File: config.mk
export PLATFORM = sky130hd
export DESIGN_NAME = td4_core
export DESIGN_NICKNAME = d
export VERILOG_FILES = /design/src/rtl/td4_pkg.sv /design/src/rtl/td4_alu.sv /design/src/rtl/td4_core.sv
export SDC_FILE = /design/constraint.sdc
export NUM_CORES = 1
export LEC_CHECK = 0
export CAP_MARGIN = 15
export CORE_MARGIN = 3
export CORE_UTILIZATION = 35
export DETAILED_ROUTE_END_ITERATION = 16
export GPL_TIMING_DRIVEN = 0
export SLEW_MARGIN = 40
export SYNTH_ARGS = -nofsm -noshare
export SYNTH_HDL_FRONTEND = slang
export SYNTH_SLANG_ARGS = --single-unit
File: constraint.sdc
create_clock -name clk -period 8.4 [get_ports clk]
set_clock_uncertainty 0.1 [all_clocks]
set_input_delay 1.68 -clock clk [delete_from_list [all_inputs] [get_ports clk]]
set_output_delay 1.68 -clock clk [all_outputs]
set_load 0.05 [all_outputs]
File: src/rtl/td4_pkg.sv
// Shared definitions for the TD4 core: opcode encodings and FSM state type.
package td4_pkg;

    typedef enum logic [1:0] {
        ST_FETCH = 2'd0,
        ST_EXEC  = 2'd1,
        ST_HALT  = 2'd2
    } state_e;

    localparam logic [3:0] OP_ADD_A   = 4'b0000;
    localparam logic [3:0] OP_MOV_AB  = 4'b0001;
    localparam logic [3:0] OP_IN_A    = 4'b0010;
    localparam logic [3:0] OP_MOV_AI  = 4'b0011;
    localparam logic [3:0] OP_MOV_BA  = 4'b0100;
    localparam logic [3:0] OP_ADD_B   = 4'b0101;
    localparam logic [3:0] OP_IN_B    = 4'b0110;
    localparam logic [3:0] OP_MOV_BI  = 4'b0111;
    localparam logic [3:0] OP_OUT_B   = 4'b1001;
    localparam logic [3:0] OP_OUT_IM  = 4'b1011;
    localparam logic [3:0] OP_HALT    = 4'b1101;
    localparam logic [3:0] OP_JNC     = 4'b1110;
    localparam logic [3:0] OP_JMP     = 4'b1111;

endpackage

File: src/rtl/td4_alu.sv
// DW-bit adder shared by both ADD opcodes; carry-out feeds the C flag.
module td4_alu #(
    parameter int DW = 4
) (
    input  logic [DW-1:0] a,
    input  logic [DW-1:0] b,
    output logic [DW-1:0] sum,
    output logic          cout
);

    assign {cout, sum} = {1'b0, a} + {1'b0, b};

endmodule

File: src/rtl/td4_core.sv
// TD4-style 4-bit-class CPU core: FETCH/EXEC/HALT sequencer with A, B, C, PC,
// registered output port and a single shared adder.
module td4_core
    import td4_pkg::*;
#(
    parameter int DW = 4,
    parameter int AW = 4
) (
    input  logic            clk,
    input  logic            rst_n,
    output logic            imem_req,
    output logic [AW-1:0]   imem_addr,
    input  logic            imem_ack,
    input  logic [DW+3:0]   imem_data,
    input  logic [DW-1:0]   in_port,
    output logic [DW-1:0]   out_port,
    output logic            out_strobe,
    output logic            halted
);

    state_e          state_q, state_d;
    logic [DW-1:0]   a_q, a_d;
    logic [DW-1:0]   b_q, b_d;
    logic            c_q, c_d;
    logic [AW-1:0]   pc_q, pc_d;
    logic [DW+3:0]   ir_q, ir_d;
    logic [DW-1:0]   out_q, out_d;
    logic            strobe_q, strobe_d;
    // Low for the cycle following any reset edge so no fetch overlaps reset release.
    logic            req_en_q;

    logic [3:0]      opcode;
    logic [DW-1:0]   im;
    logic [DW-1:0]   alu_a;
    logic [DW-1:0]   alu_sum;
    logic            alu_cout;
    logic [AW-1:0]   jmp_tgt;
    logic [AW-1:0]   pc_inc;

    assign opcode = ir_q[DW+3:DW];
    assign im     = ir_q[DW-1:0];
    assign alu_a  = (opcode == OP_ADD_B) ? b_q : a_q;
    assign pc_inc = pc_q + AW'(1);

    generate
        if (AW <= DW) begin : g_tgt_narrow
            assign jmp_tgt = im[AW-1:0];
        end else begin : g_tgt_wide
            assign jmp_tgt = {{(AW-DW){1'b0}}, im};
        end
    endgenerate

    td4_alu #(
        .DW (DW)
    ) u_alu (
        .a    (alu_a),
        .b    (im),
        .sum  (alu_sum),
        .cout (alu_cout)
    );

    always_comb begin
        state_d  = state_q;
        a_d      = a_q;
        b_d      = b_q;
        c_d      = c_q;
        pc_d     = pc_q;
        ir_d     = ir_q;
        out_d    = out_q;
        strobe_d = 1'b0;

        case (state_q)
            ST_FETCH: begin
                if (req_en_q && imem_ack) begin
                    ir_d    = imem_data;
                    state_d = ST_EXEC;
                end
            end
            ST_EXEC: begin
                state_d = ST_FETCH;
                c_d     = 1'b0;
                pc_d    = pc_inc;
                case (opcode)
                    OP_ADD_A: begin
                        a_d = alu_sum;
                        c_d = alu_cout;
                    end
                    OP_ADD_B: begin
                        b_d = alu_sum;
                        c_d = alu_cout;
                    end
                    OP_MOV_AB: a_d = b_q;
                    OP_IN_A:   a_d = in_port;
                    OP_MOV_AI: a_d = im;
                    OP_MOV_BA: b_d = a_q;
                    OP_IN_B:   b_d = in_port;
                    OP_MOV_BI: b_d = im;
                    OP_OUT_B: begin
                        out_d    = b_q;
                        strobe_d = 1'b1;
                    end
                    OP_OUT_IM: begin
                        out_d    = im;
                        strobe_d = 1'b1;
                    end
                    // JNC looks at the flag from before this instruction clears it.
                    OP_JNC: begin
                        if (!c_q) begin
                            pc_d = jmp_tgt;
                        end
                    end
                    OP_JMP:  pc_d = jmp_tgt;
                    OP_HALT: begin
                        pc_d    = pc_q;
                        state_d = ST_HALT;
                    end
                    default: ;
                endcase
            end
            ST_HALT: ;
            default: state_d = ST_FETCH;
        endcase
    end

    always_ff @(posedge clk) begin
        if (!rst_n) begin
            state_q  <= ST_FETCH;
            a_q      <= '0;
            b_q      <= '0;
            c_q      <= 1'b0;
            pc_q     <= '0;
            ir_q     <= '0;
            out_q    <= '0;
            strobe_q <= 1'b0;
            req_en_q <= 1'b0;
        end else begin
            state_q  <= state_d;
            a_q      <= a_d;
            b_q      <= b_d;
            c_q      <= c_d;
            pc_q     <= pc_d;
            ir_q     <= ir_d;
            out_q    <= out_d;
            strobe_q <= strobe_d;
            req_en_q <= 1'b1;
        end
    end

    assign imem_req   = (state_q == ST_FETCH) && req_en_q;
    assign imem_addr  = pc_q;
    assign out_port   = out_q;
    assign out_strobe = strobe_q;
    assign halted     = (state_q == ST_HALT);

endmodule
==> qor.csv <==
stage,metric,value,unit
status,status,completed,
global_routing,grt_usage,0.1572,
floorplanning,io_pins,26,
clocking,worstSkewPairLatency,280,ps
pwr,p_leak,0.8403,nW
sta,max_clock_freq,275.9,MHz
hold_path,hold_depth,2,
setup_path,critPathMaxStageDelay,870,ps
sta,setup_viol_count_final,0,
clocking,numCtsBuffers,5,
synthesis,ys_warn_count,0,
synthesis,synth_edf_count,0,
drt,ant_nets,0,
drt,wire_per_inst,14.18,um
global_routing,grt_pass1_vias,1427,
setup_path,crit_start,state_q[0],
synthesis,synth_compound_area_frac,0.1991,
clocking,postCtsSetupBuffers,0,
synthesis,syn_area,1734,um^2
global_routing,overflow,0,
floorplanning,core.rowCount,24,
layout,syn_to_final_growth,23.88,%
clocking,path_clk_slew,60,ps
clocking,htreeDepth,2,
sta,tns,0,ps
synthesis,yosys.area_share.simple,0.2338,
setup_path,startpoint_type,flop,
clocking,cts_resized,0,
synthesis,synthAdderAreaFrac,0.05483,
sta,worst_pin_slew,553.4,ps
clocking,cts_sinks,29,
setup_path,cp_cell_sequence,"nor3b_1, clkdlybuf4s50_1",
place,place.gp.congestion,0.8272,
setup_path,r2r-start,ir_q[7],
setup_path,cp.required,6620,ps
setup_path,arrival,1840,ps
place,dpl_cell_area,2066,um^2
pwr,p_total,0.2983,mW
synthesis,syn-num-nets,221,
clocking,cts-hold-fix-buffers,0,
clocking,cts-root-buf,clkbuf_8,
synthesis,synth_ff_type,dfxtp_1,
synthesis,ys_ff_latch,29,
drt,routed_wl,4.212,mm
sta,finalWorstSetupSlack,4776,ps
global_routing,antenna_found_initial,0,
sta,slew_viol_final,0,
place,pre_cts_ws,4851,ps
drt,dr.pass1.iters,4,
global_routing,grt_pass1_wl,7.217,mm
sta,hold_viol_final,0,
drt,dr_total_vias,1479,
global_routing,grt_max_degree,11,
setup_path,r2r_cells,9,
layout,final_cell_mix,"nand2_1, dfxtp_1, clkdlybuf4s50_1",
synthesis,synth_mux_area_frac,0.1212,
pwr,power.density,138.8,nW/um^2
setup_path,critical_path_class,flop to output port,
floorplanning,die_x,76.39,um
sta,rsz0062_at_grt,no,
sta,finalCriticalPeriod,3624,ps
pwr,ir_worst_vdd,0.07860,mV
drt,drt_iter0_drc,98,
clocking,clockBufferDepth,2,
place,io_buffer_count,25,
layout,n_fill_cell,465,
layout,layout.nets,253,
synthesis,netlist_instances,199,
flow_run,maxCapViolations,0,
hold_path,hold_path_class,flop to flop,
place,dp_hpwl,3.096,mm
synthesis,synth.distinct_cells,46,
floorplanning,die_area,5835,um^2
layout,drive_above_1_share,0.1336,
drt,avgViaCountPerCell,4.980,
synthesis,seq_area_frac_synth,0.3348,
floorplanning,die_h,76.39,um
setup_path,critPathCaptureType,output port,
sta,max-slew-margin-rel,0.6290,
synthesis,synth_area_per_cell,8.714,um^2
layout,final_common_cell,nand2_1,
layout,final_area,2148,um^2
setup_path,crit_slowest_cell,clkdlybuf4s50_1,
synthesis,synth_xor_area_frac,0.01010,
synthesis,synth_top_family_by_area,simple AND/OR/NAND/NOR gates,
hold_path,hold_start,a_q[0],
layout,num_antenna_cells,0,
sta,timing.final.crit_share,0.4315,
drt,drcViolationCount,0,
layout,utilization,0.4707,
clocking,cts_tree,built,
synthesis,synthArstFlopShare,0,
setup_path,path_max_fanout,4,
floorplanning,start_util,0.3799,
floorplanning,core_area,4564,um^2
-- flip-flops by register name (all words and copies together), names as in the netlist --
register / flops
a_q: 4
b_q: 4
c_q: 1
imem_addr: 4
ir_q: 8
out_port: 4
out_strobe: 1
req_en_q: 1
state_q: 2
-- path summary, 6_finish.rpt --
kind | endpoint | slack (ps)
max | imem_req | 4780
min | a_q[0] | 380
max reg2reg | b_q[1] | 5410
min reg2reg | a_q[0] | 380
-- cells in the mapped netlist (2+ instances only) --
master | instances | area, um^2
a21oi_1 | 13 | 65.06
clkbuf_1 | 3 | 11.26
nor2b_1 | 4 | 25.02
buf_2 | 4 | 20.02
a31oi_1 | 3 | 18.77
a211oi_1 | 3 | 22.52
dfxtp_1 | 29 | 580.6
o2111ai_1 | 2 | 17.52
o21a_1 | 3 | 22.52
and3_1 | 2 | 12.51
inv_1 | 5 | 18.77
a21o_1 | 3 | 22.52
nand3_1 | 8 | 40.04
o221ai_1 | 2 | 17.52
o22ai_1 | 5 | 31.28
o21ai_0 | 8 | 40.04
mux2i_1 | 12 | 120.1
buf_4 | 4 | 30.03
nor3b_1 | 5 | 37.54
mux2_2 | 6 | 67.56
xnor2_1 | 2 | 17.52
nor3_2 | 2 | 20.02
or3_1 | 2 | 12.51
nand2_1 | 31 | 116.4
nand2b_1 | 3 | 18.77
o211ai_1 | 2 | 15.01
ha_1 | 6 | 75.07
nor2_1 | 9 | 33.78
-- through the flow --
stage               hold slack [ps]  std cells
global placement              362.2        289
floorplan                     343.6        199
detailed placement            367.9        289
finish                        376.9        297
global route                  401.4        297
CTS                           376.5        297
-- critical path, delay by kind of cell, from the launching register on --
kind                   cells  cell delay [ps]
buffers and inverters      1              870
AND/OR/NAND/NOR            1              340
flip-flops                 1              350
-- layout make-up --
type | count | area, um^2 | share of cell area
inverter | 5 | 18.77 | 0.008736
clock inverter | 2 | 10.01 | 0.004659
timing repair buffer | 25 | 250.2 | 0.1165
sequential | 29 | 580.6 | 0.2702
multi-input combinational | 154 | 1074 | 0.4997
tap | 65 | 81.33 | 0.03786
buffer | 11 | 61.31 | 0.02854
clock buffer | 6 | 72.57 | 0.03378
-- power by group --
group          internal, mW  switching [mW]
sequential            0.141         0.00403
clock                0.0573          0.0530
combinational        0.0197          0.0236
-- metal layers --
layer | global-route usage | vias up | share of wire
li1 | - | 783 | -
met1 | 0.2194 | 653 | 0.48
met2 | 0.2285 | 39 | 0.45
met3 | 0.03664 | 4 | 0.057
met4 | 0.07065 | 0 | 0.013
met5 | 0 | - | 0
-- cell families after synthesis --
logic type / Yosys count
buffers and inverters: 16
AND/OR/NAND/NOR: 75
multiplexers: 19
adder cells (fa/ha/maj): 7
flip-flops: 29
AO/OA/AOI/OAI: 51
XOR/XNOR: 2
Note: power is estimated with default switching activity, not from simulation.
